`config.mk`:
```
export PLATFORM = sky130hd
export DESIGN_NAME = traffic_light_monitor_flat
export DESIGN_NICKNAME = d
export VERILOG_FILES = /design/src/rtl/traffic_light_monitor_if.sv /design/src/rtl/traffic_light_monitor.sv /design/src/flat_wrapper.sv
export SDC_FILE = /design/constraint.sdc
export NUM_CORES = 1
export LEC_CHECK = 0
export ABC_AREA = 1
export CAP_MARGIN = 5
export CORE_AREA = 2 2 94 96
export DETAILED_ROUTE_END_ITERATION = 6
export DIE_AREA = 0 0 96 98
export GPL_ROUTABILITY_DRIVEN = 1
export HOLD_SLACK_MARGIN = 0.12
export PLACE_DENSITY = 0.92
export RECOVER_POWER = 100
export SYNTH_ARGS = -nofsm -noshare
export SYNTH_HDL_FRONTEND = slang
export SYNTH_SLANG_ARGS = --single-unit
```
`constraint.sdc`:
```
create_clock -name clk -period 5.44 [get_ports clk]
set_clock_uncertainty 0.15 [all_clocks]
set_input_delay 0.544 -clock clk [delete_from_list [all_inputs] [get_ports clk]]
set_output_delay 0.544 -clock clk [all_outputs]
set_load 0.02 [all_outputs]
```
`src/rtl/traffic_light_monitor_if.sv`:
```
// Lamp bus between the intersection controller and the monitor, plus the
// monitor's fault/status outputs toward the fail-safe and display logic.
interface traffic_light_monitor_if;
  logic [2:0]  light_N;
  logic [2:0]  light_E;
  logic [2:0]  light_S;
  logic [2:0]  light_W;
  logic        fault_clr;
  logic        fault;
  logic [2:0]  fault_code;
  logic [1:0]  fault_dir;
  logic        flash;
  logic [15:0] green_cnt;

  // Controller side: drives lamps and clear, observes monitor status.
  modport master (
    output light_N, light_E, light_S, light_W, fault_clr,
    input  fault, fault_code, fault_dir, flash, green_cnt
  );

  // Monitor side.
  modport slave (
    input  light_N, light_E, light_S, light_W, fault_clr,
    output fault, fault_code, fault_dir, flash, green_cnt
  );
endinterface

```
`src/rtl/traffic_light_monitor.sv`:
```
// Conflict / sequence / dwell monitor for a four-direction lamp bus.
// Latches the first violation (code + direction), drives a flashing-red
// enable while faulted, and counts red->green onsets.
// Direction index: 0=N, 1=E, 2=S, 3=W.
module traffic_light_monitor #(
  parameter int MIN_GREEN  = 4,
  parameter int MIN_YELLOW = 2,
  parameter int MAX_DWELL  = 31,
  parameter int FLASH_HALF = 8
) (
  input  logic                     clk,
  input  logic                     rst,
  traffic_light_monitor_if.slave   bus
);

  localparam logic [2:0] LAMP_R = 3'b100;
  localparam logic [2:0] LAMP_Y = 3'b010;
  localparam logic [2:0] LAMP_G = 3'b001;

  localparam logic [2:0] CODE_NONE  = 3'd0;
  localparam logic [2:0] CODE_ENC   = 3'd1;
  localparam logic [2:0] CODE_CONF  = 3'd2;
  localparam logic [2:0] CODE_TRANS = 3'd3;
  localparam logic [2:0] CODE_SHORT = 3'd4;
  localparam logic [2:0] CODE_STUCK = 3'd5;

  localparam int FW = (FLASH_HALF > 1) ? $clog2(FLASH_HALF) : 1;

  typedef enum logic [1:0] {
    ST_ARM   = 2'd0,  // next sample loads the per-direction history
    ST_RUN   = 2'd1,  // full checking
    ST_FAULT = 2'd2   // first fault held, checks frozen
  } state_t;

  state_t state, state_nx;

  // Per-direction history, registered.
  logic [3:0][2:0] prev_p1;
  logic [3:0][7:0] dwell_p1;
  logic [3:0]      partial_p1;

  logic [15:0]     green_cnt_p1;
  logic [2:0]      code_p1;
  logic [1:0]      dir_p1;
  logic            flash_p1;
  logic [FW-1:0]   flash_cnt_p1;

  // Current sample and its evaluation.
  logic [3:0][2:0] lamp_p0;
  logic [3:0][7:0] dwell_nx;
  logic [3:0]      chg;
  logic [3:0]      enc_bad;
  logic [3:0]      nonred;
  logic [3:0]      ill;
  logic [3:0]      shrt;
  logic [3:0]      stuck;
  logic [3:0]      g_edge;
  logic            conflict;
  logic            viol;
  logic            fault_hit;
  logic [2:0]      code_nx;
  logic [1:0]      dir_nx;
  logic [15:0]     g_inc;

  function automatic logic [7:0] sat_inc8(input logic [7:0] v);
    return (v == 8'hFF) ? v : v + 8'd1;
  endfunction

  function automatic logic is_onehot3(input logic [2:0] v);
    return (v == LAMP_R) || (v == LAMP_Y) || (v == LAMP_G);
  endfunction

  function automatic logic legal_step(input logic [2:0] from, input logic [2:0] to);
    return ((from == LAMP_G) && (to == LAMP_Y)) ||
           ((from == LAMP_Y) && (to == LAMP_R)) ||
           ((from == LAMP_R) && (to == LAMP_G));
  endfunction

  function automatic logic [1:0] low_idx(input logic [3:0] m);
    logic [1:0] idx;
    idx = 2'd0;
    for (int i = 3; i >= 0; i--) begin
      if (m[i]) idx = 2'(i);
    end
    return idx;
  endfunction

  function automatic logic [1:0] second_idx(input logic [3:0] m);
    logic [1:0] idx;
    logic       seen;
    logic       done;
    idx  = 2'd0;
    seen = 1'b0;
    done = 1'b0;
    for (int i = 0; i < 4; i++) begin
      if (m[i] && !done) begin
        if (seen) begin
          idx  = 2'(i);
          done = 1'b1;
        end else begin
          seen = 1'b1;
        end
      end
    end
    return idx;
  endfunction

  assign lamp_p0 = {bus.light_W, bus.light_S, bus.light_E, bus.light_N};

  // Per-direction checks on the current sample against the stored history.
  always_comb begin
    dwell_nx = '0;
    chg      = '0;
    enc_bad  = '0;
    nonred   = '0;
    ill      = '0;
    shrt     = '0;
    stuck    = '0;
    g_edge   = '0;
    for (int d = 0; d < 4; d++) begin
      dwell_nx[d] = 8'd1;
      enc_bad[d]  = !is_onehot3(lamp_p0[d]);
      nonred[d]   = (lamp_p0[d] == LAMP_Y) || (lamp_p0[d] == LAMP_G);
      if (state == ST_RUN) begin
        chg[d]      = (lamp_p0[d] != prev_p1[d]);
        dwell_nx[d] = chg[d] ? 8'd1 : sat_inc8(dwell_p1[d]);
        if (chg[d]) begin
          ill[d]    = !legal_step(prev_p1[d], lamp_p0[d]);
          // Runs that started before arming have unknown length, so skip them.
          shrt[d]   = !partial_p1[d] &&
                      (((prev_p1[d] == LAMP_G) && (dwell_p1[d] < 8'(MIN_GREEN))) ||
                       ((prev_p1[d] == LAMP_Y) && (dwell_p1[d] < 8'(MIN_YELLOW))));
          g_edge[d] = (prev_p1[d] == LAMP_R) && (lamp_p0[d] == LAMP_G);
        end
        stuck[d] = nonred[d] && (dwell_nx[d] == 8'(MAX_DWELL + 1));
      end
    end
  end

  // Priority fault selection: encoding > conflict > transition > short > stuck.
  always_comb begin
    conflict = (nonred & (nonred - 4'd1)) != 4'd0;
    viol     = 1'b1;
    code_nx  = CODE_NONE;
    dir_nx   = 2'd0;
    if (|enc_bad) begin
      code_nx = CODE_ENC;
      dir_nx  = low_idx(enc_bad);
    end else if (conflict) begin
      code_nx = CODE_CONF;
      dir_nx  = second_idx(nonred);
    end else if (|ill) begin
      code_nx = CODE_TRANS;
      dir_nx  = low_idx(ill);
    end else if (|shrt) begin
      code_nx = CODE_SHORT;
      dir_nx  = low_idx(shrt);
    end else if (|stuck) begin
      code_nx = CODE_STUCK;
      dir_nx  = low_idx(stuck);
    end else begin
      viol = 1'b0;
    end
    fault_hit = viol && (state != ST_FAULT);
    g_inc = 16'(g_edge[0]) + 16'(g_edge[1]) + 16'(g_edge[2]) + 16'(g_edge[3]);
  end

  // Monitor mode register.
  always_ff @(posedge clk) begin
    if (rst) state <= ST_ARM;
    else     state <= state_nx;
  end

  // Mode transitions: arm -> run, any violation -> fault, clear -> re-arm.
  always_comb begin
    state_nx = state;
    case (state)
      ST_ARM:   state_nx = fault_hit ? ST_FAULT : ST_RUN;
      ST_RUN:   if (fault_hit) state_nx = ST_FAULT;
      ST_FAULT: if (bus.fault_clr) state_nx = ST_ARM;
      default:  state_nx = ST_ARM;
    endcase
  end

  // History, counters, latched fault and flash phase. A violating sample is
  // not committed, so the history and green count stay as they were just
  // before the fault.
  always_ff @(posedge clk) begin
    if (rst) begin
      prev_p1      <= {4{LAMP_R}};
      dwell_p1     <= '0;
      partial_p1   <= '1;
      green_cnt_p1 <= '0;
      code_p1      <= CODE_NONE;
      dir_p1       <= 2'd0;
      flash_p1     <= 1'b0;
      flash_cnt_p1 <= '0;
    end else begin
      case (state)
        ST_ARM, ST_RUN: begin
          if (fault_hit) begin
            code_p1      <= code_nx;
            dir_p1       <= dir_nx;
            flash_p1     <= 1'b1;
            flash_cnt_p1 <= '0;
          end else if (state == ST_ARM) begin
            prev_p1  <= lamp_p0;
            dwell_p1 <= {4{8'd1}};
          end else begin
            prev_p1      <= lamp_p0;
            dwell_p1     <= dwell_nx;
            partial_p1   <= partial_p1 & ~chg;
            green_cnt_p1 <= green_cnt_p1 + g_inc;
          end
        end
        ST_FAULT: begin
          if (bus.fault_clr) begin
            code_p1      <= CODE_NONE;
            dir_p1       <= 2'd0;
            flash_p1     <= 1'b0;
            flash_cnt_p1 <= '0;
            dwell_p1     <= '0;
            partial_p1   <= '1;
          end else if (flash_cnt_p1 == FW'(FLASH_HALF - 1)) begin
            flash_p1     <= ~flash_p1;
            flash_cnt_p1 <= '0;
          end else begin
            flash_cnt_p1 <= flash_cnt_p1 + 1'b1;
          end
        end
        default: begin
          flash_p1 <= 1'b0;
        end
      endcase
    end
  end

  assign bus.fault      = (state == ST_FAULT);
  assign bus.fault_code = code_p1;
  assign bus.fault_dir  = dir_p1;
  assign bus.flash      = flash_p1;
  assign bus.green_cnt  = green_cnt_p1;

endmodule

```
`src/flat_wrapper.sv`:
```
// flat-port wrapper written by rule: the top's interface ports become plain ports
module traffic_light_monitor_flat 
#(
  parameter int MIN_GREEN  = 4,
  parameter int MIN_YELLOW = 2,
  parameter int MAX_DWELL  = 31,
  parameter int FLASH_HALF = 8
)
  (clk, rst, bus_light_N, bus_light_E, bus_light_S, bus_light_W, bus_fault_clr, bus_fault, bus_fault_code, bus_fault_dir, bus_flash, bus_green_cnt);
  traffic_light_monitor_if bus_i ();
  input  logic clk;
  input  logic rst;
  input wire logic [$bits(bus_i.light_N)-1:0] bus_light_N;
  input wire logic [$bits(bus_i.light_E)-1:0] bus_light_E;
  input wire logic [$bits(bus_i.light_S)-1:0] bus_light_S;
  input wire logic [$bits(bus_i.light_W)-1:0] bus_light_W;
  input wire logic [$bits(bus_i.fault_clr)-1:0] bus_fault_clr;
  output wire logic [$bits(bus_i.fault)-1:0] bus_fault;
  output wire logic [$bits(bus_i.fault_code)-1:0] bus_fault_code;
  output wire logic [$bits(bus_i.fault_dir)-1:0] bus_fault_dir;
  output wire logic [$bits(bus_i.flash)-1:0] bus_flash;
  output wire logic [$bits(bus_i.green_cnt)-1:0] bus_green_cnt;
  assign bus_i.light_N = bus_light_N;
  assign bus_i.light_E = bus_light_E;
  assign bus_i.light_S = bus_light_S;
  assign bus_i.light_W = bus_light_W;
  assign bus_i.fault_clr = bus_fault_clr;
  assign bus_fault = bus_i.fault;
  assign bus_fault_code = bus_i.fault_code;
  assign bus_fault_dir = bus_i.fault_dir;
  assign bus_flash = bus_i.flash;
  assign bus_green_cnt = bus_i.green_cnt;
  traffic_light_monitor #(.MIN_GREEN(MIN_GREEN), .MIN_YELLOW(MIN_YELLOW), .MAX_DWELL(MAX_DWELL), .FLASH_HALF(FLASH_HALF)) u_core (.clk(clk), .rst(rst), .bus(bus_i));
endmodule
```
# Yosys cells after proc, flatten, opt, wreduce, memory -nomap -nowiden
# Cells that the tools add are included.
[word_totals]
regBits = 75
output_inout_bits = 23
wordCells = 293
[classes]
addsub = 10
n_lt_le_gt_ge = 8
eq_ne = 46
n_mux = 123
n_bitwise = 6
n_reduce_logical = 85
[ops]
columns = ["operator", "n"]
rows = [
  ["32-bit 2-to-1 mux", 3],
  ["8-bit 2-to-1 mux", 12],
  ["32-bit one-hot mux with 2 select lines", 1],
  ["2-bit 2-to-1 mux", 30],
  ["1-bit 2-to-1 mux", 58],
  ["16-bit by 1-bit adder with 16-bit output", 2],
  ["8-bit by 1-bit adder with 8-bit output, second input constant", 4],
  ["8-bit by 6-bit == test with 1-bit output, second input constant", 4],
  ["8-bit == test, second input constant", 4],
  ["8-bit by 2-bit less-than comparator with 1-bit output, second input constant", 4],
  ["8-bit by 3-bit less-than comparator with 1-bit output, second input constant", 4],
  ["1-bit logical AND", 31],
  ["3-bit 2-to-1 mux", 10],
  ["3-bit == test, second input constant", 9],
  ["3-bit by 1-bit == test with 1-bit output, second input constant", 8],
  ["3-bit by 2-bit == test with 1-bit output, second input constant", 8],
  ["1-bit logical OR", 24],
  ["16-bit adder", 1],
  ["4-bit OR reduction", 4],
  ["1-bit logical NOT", 14],
  ["4-bit 2-to-1 mux", 3],
  ["3-bit inequality test", 4],
  ["3-bit one-hot mux with 2 select lines", 2],
  ["3-bit AND reduction", 3],
  ["other kinds (21)", 31],
]

# Longest topological paths before layout
[depth]
word_depth = 23
depth_mapped = 22

# Worst setup path after synthesis
# OpenSTA, ideal clock, no wires.
[synth_timing]
kind = "in2reg"
from = "input port bus_light_N[2]"
to = "register u_core.green_cnt_p1[10] (netlist: u_core.bus.green_cnt[10])"
setup_ps = 113
arrival_ps = 3140
setup_slack_ps = 2037
stages = 15
path_buffers = 0
cell_sequence = "inv_1 nand3_1 or2_1 nor2_1 ha_1 fa_1 ha_1 inv_1 fa_1 o21ai_0 nand3_1 nor3_2 nand2_1 nor2_1 nor2_1"
[synth_via]
elab_chain_cells = 14
word_cells_on_any_way = 43
[synth_rtl]
columns = ["item", "line_no", "source"]
rows = [
  ["from (decl)", "flat_wrapper.sv:13", "input wire logic [$bits(bus_i.light_N)-1:0] bus_light_N;"],
  ["branches (longest 14 deep; another with 16-bit by 1-bit adder with 16-bit output)", "n/a", ""],
  ["to (signal assigned)", "traffic_light_monitor.sv:213", "green_cnt_p1 <= green_cnt_p1 + g_inc;"],
  ["to (decl)", "traffic_light_monitor.sv:42", "logic [15:0] green_cnt_p1;"],
]
# Parallel ways; which one is timed is not known.
# A chain may end at the register's enable or synchronous reset.

# Final worst setup path
[layout_timing]
from = "input port bus_light_N[0]"
to = "register u_core.dwell_p1[27] in the netlist's numbering"
[layout_via]
elab_chain_cells = 14
word_cells_on_any_way = 37
[layout_rtl]
columns = ["item", "line_no", "source"]
rows = [
  ["3-bit inequality test (tied with other cells)", "traffic_light_monitor.sv:125", "chg[d] = (lamp_p0[d] != prev_p1[d]);"],
  ["8-bit 2-to-1 mux (tied with other cells)", "traffic_light_monitor.sv:126", "dwell_nx[d] = chg[d] ? 8'd1 : sat_inc8(dwell_p1[d]);"],
  ["8-bit by 6-bit == test with 1-bit output / 1-bit logical OR (equally long branches)", "traffic_light_monitor.sv:135, traffic_light_monitor.sv:74", ""],
  ["1-bit logical AND / 1-bit logical OR (equally long branches)", "traffic_light_monitor.sv:135, traffic_light_monitor.sv:75", ""],
  ["1-bit 2-to-1 mux / 1-bit logical NOT (equally long branches)", "traffic_light_monitor.sv:124, traffic_light_monitor.sv:128", ""],
  ["4-bit OR reduction / 1-bit 2-to-1 mux (equally long branches)", "traffic_light_monitor.sv:158, traffic_light_monitor.sv:127", ""],
  ["1-bit 2-to-1 mux, on equally long branches", "traffic_light_monitor.sv:158, traffic_light_monitor.sv:124", ""],
  ["1-bit 2-to-1 mux / 4-bit OR reduction (equally long branches)", "traffic_light_monitor.sv:155, traffic_light_monitor.sv:152", ""],
  ["1-bit 2-to-1 mux", "traffic_light_monitor.sv:152", "end else if (|ill) begin"],
  ["1-bit 2-to-1 mux", "traffic_light_monitor.sv:149", "end else if (conflict) begin"],
  ["1-bit 2-to-1 mux *", "traffic_light_monitor.sv:146", "if (|enc_bad) begin"],
  ["1-bit logical AND *", "traffic_light_monitor.sv:164", "fault_hit = viol && (state != ST_FAULT);"],
  ["2-bit inequality test (no line) *", "n/a", ""],
  ["3-bit AND reduction (no line) *", "n/a", ""],
  ["to (signal assigned)", "traffic_light_monitor.sv:208", "dwell_p1 <= {4{8'd1}};"],
  ["to (signal assigned)", "traffic_light_monitor.sv:211", "dwell_p1 <= dwell_nx;"],
  ["to (decl)", "traffic_light_monitor.sv:39", "logic [3:0][7:0] dwell_p1;"],
]
# Mark *: on every way between the ends. The rest lies on a longest branch, timed or not.

==> metrics.md <==
| Metric | Value |
|---|---|
| Post-Syn Nets | `883` |
| Worst-Skew Late Latency | `0.36 ns` |
| Largest net degree at the start of global routing | `44` |
| Max_cap viols | `0` |
| Arrival time at the worst endpoint | `4.30 ns` |
| DIE HEIGHT | `98 um` |
| Syn avg cell area | `6.27 um^2` |
| CP Launch Type | `input pin` |
| Hold slack | `0.317 ns` |
| Sequential cell area | `0.00150 mm^2` |
| Yosys warnings | `0` |
| Total grt overflow | `0` |
| Wirelength, routed | `between 10000 and 15000 um` |
| Inserted Diodes | `0` |
| R2R setup slack | `1.59 ns` |
| Crit end category | `flip-flop` |
| Commonest cells after routing, fill and taps aside | `nand2_1, inv_1, nor2_1, nand3_1, dfxtp_1` |
| Detailed placement HPWL | `approximately 9500 um` |
| Non-filler cells, final | `994` |
| Most common cell after layout, fill and taps aside | `nand2_1` |
| DP Worst Slack | `1.20 ns` |
| Clk pin slew, worst setup/hold paths | `0.08 ns` |
| Achievable Freq | `~240 MHz` |
| Final ANT Viol Nets | `0` |
| Outcome | `completed` |
| Post-synth EDFFs | `0` |
| First-pass GRT wire length | `about 23000 um` |
| Distinct cells, synth | `43` |
| I/O Buffers | `37` |
| Sequential fraction of the synthesis area | `28.0%` |
| Hold Fails Final Rpt | `0` |
| #FFs+latches synth | `75` |
| Post-CTS Resized | `0` |
| Final setup viols | `0` |
| Max-slew violation count | `0` |
| Initial antenna violation count | `0` |
| WL met1 | `5840 um` |
| Gr usage total | `between 20 and 30%` |
| WS Path Type | `input pin to flip-flop` |
| Post-route minimum period | `between 4 and 5 ns` |
| Worst min-delay path category | `flip-flop to flip-flop` |
| CTS root buffer | `clkbuf_8` |
| Io pins | `38` |
| Crit Path Max Fanout | `42` |
| Maximum buffer depth of the clock tree | `2` |
| Asr flop ratio synth | `0%` |
| Postcts setup bufs | `0` |
| Placer's final routability congestion estimate | `0.959` |
| Row cnt | `34` |
| Layout cell share with drive strength beyond 1 | `6.32%` |
| DIE AREA | `0.00941 mm^2` |
| First drt pass iteration count | `5` |
| Power density over cell area | `196 mW/mm^2` |
| Fin crit share | `77.1%` |
| Finished Core Util | `about 69%` |
| # fillers | `693` |
| Max_slew headroom | `27.9%` |
| RSZ-0062 raised after global routing | `false` |
| Synthesized instance count | `around 860` |
| Vias in the first global route | `5102` |
| Lkg Pwr | `2.62 nW` |
| DRC violations left | `0` |
| Starting density of the core | `63.3%` |
| Detailed-route via count | `5581` |
| Hold buffer count at CTS | `0` |
| Clock Sinks | `75` |
| Critical Path RT | `5.54 ns` |
| Area of the multi-input gates | `0.00321 mm^2` |
| Met2 wire length | `between 6000 and 7000 um` |
| Highest metal layer with signal wires | `met4` |
| Top FF cell, synth | `dfxtp_1` |
| Num CTS Buffers | `9` |
| First DRT Iteration DRCs | `399` |
| Synth-to-layout area growth | `9.59%` |
| DP Cell Count | `978` |
| Layout net count | `909` |
| Vias per cell | `5.61` |
| Mapped Area | `0.00536 mm^2` |
| CTS tree | `built` |
| Die width | `96 um` |
| Routed wl met3 | `873 um` |
| # H-tree levels | `3` |
| DR WL/cell | `between 10 and 15 um` |
| Setup TNS after final layout | `0 ns` |
| Worst vdd ir | `~0.00018 V` |
| Core footprint | `approximately 0.0085 mm^2` |
| Worst-Margin Slew | `approximately 1.1 ns` |
| Setup WS post-layout | `1.25 ns` |
-- Yosys cell counts (all sizes together), types with 7 or more instances --
| master | number | area [um^2] |
|---|---|---|
| nand2 | 229 | 900 |
| inv | 117 | 442 |
| nor2 | 111 | 505 |
| nand3 | 101 | 551 |
| dfxtp | 75 | 1500 |
| a21oi | 47 | 235 |
| o21ai | 43 | 215 |
| nand4 | 28 | 205 |
| nor3 | 16 | 101 |
| buf | 15 | 106 |
| xnor2 | 13 | 114 |
| ha | 11 | 138 |
| a211oi | 9 | 67.6 |
| clkbuf | 9 | 33.8 |
| or2 | 7 | 43.8 |
-- logic make-up after synthesis --
logic type	Yosys count	synth area share [%]
compound gates	113	11.6
simple gates	498	43.8
buf+inv	141	10.9
flops	75	28.0
fa+ha+maj	13	3.31
xor+xnor	15	2.45
-- worst max-delay path: stages --
cell	delay (ns)
dlygate4sd3_1	0.60
xnor2_1	0.25
nand2_1	0.09
nor2_1	0.62
nand2_1	0.15
nand2_1	0.11
nor2_1	0.04
nand2_1	0.09
nand2_1	0.10
nor2_1	0.32
nand4_4	0.42
nand2_4	0.52
inv_4	0.20
a21oi_1	0.17
nor2_1	0.05
-- cell type report --
| class | instances | share of cell area, % |
|---|---|---|
| multi-input cells | 639 | 54.7 |
| flip-flops and latches | 75 | 25.6 |
| inverters | 117 | 7.52 |
| repair buffers | 39 | 6.56 |
| clock buffers | 13 | 3.05 |
| well taps | 108 | 2.30 |
| clock inverters | 3 | 0.341 |
-- through the flow --
stage / area, um^2 / total power [mW]
after floorplan: 5360 / 0.687
final: 5880 / 1.15
after CTS: 5940 / 1.15
after global routing: 5880 / 1.19
after global placement: 5740 / 0.727
after detailed placement: 5740 / 0.730
-- metal layers --
| layer | track usage (%) | vias up |
|---|---|---|
| met3 | 4.01 | 38 |
| met1 | 40.6 | 2500 |
| met2 | 47.3 | 212 |
| met4 | 12.4 | 0 |
| met5 | 0 | - |
| li1 | - | 2831 |
-- state kept, by name, summed over array words and instances (netlist names) --
register / count
u_core.bus.flash: 1
u_core.flash_cnt_p1: 3
u_core.dwell_p1: 32
u_core.partial_p1: 4
u_core.bus.green_cnt: 16
u_core.state: 2
u_core.bus.fault_code: 3
u_core.prev_p1: 12
u_core.bus.fault_dir: 2
-- worst paths after layout --
kind | cells past startpoint | end | from
worst max-delay path | 15 | u_core.dwell_p1[27]$_SDFFE_PP0P_ | bus_light_N[0]
worst min-delay path | 2 | u_core.bus.fault_code[0]$_SDFFE_PP0P_ | u_core.bus.fault_code[0]$_SDFFE_PP0P_
worst max register to register | 16 | u_core.bus.green_cnt[12]$_SDFFE_PP0P_ | u_core.state[0]$_SDFFE_PP0P_
worst min register to register | 2 | u_core.bus.fault_code[0]$_SDFFE_PP0P_ | u_core.bus.fault_code[0]$_SDFFE_PP0P_
-- power breakdown --
part / total [mW] / switching [mW] / internal, mW
Combinational: 0.141 / 0.0941 / 0.0469
Sequential: 0.578 / 0.0156 / 0.562
Clock: 0.431 / 0.216 / 0.215
Total: 1.15 / 0.326 / 0.824
No activity file was read; power rests on OpenSTA's default activity.
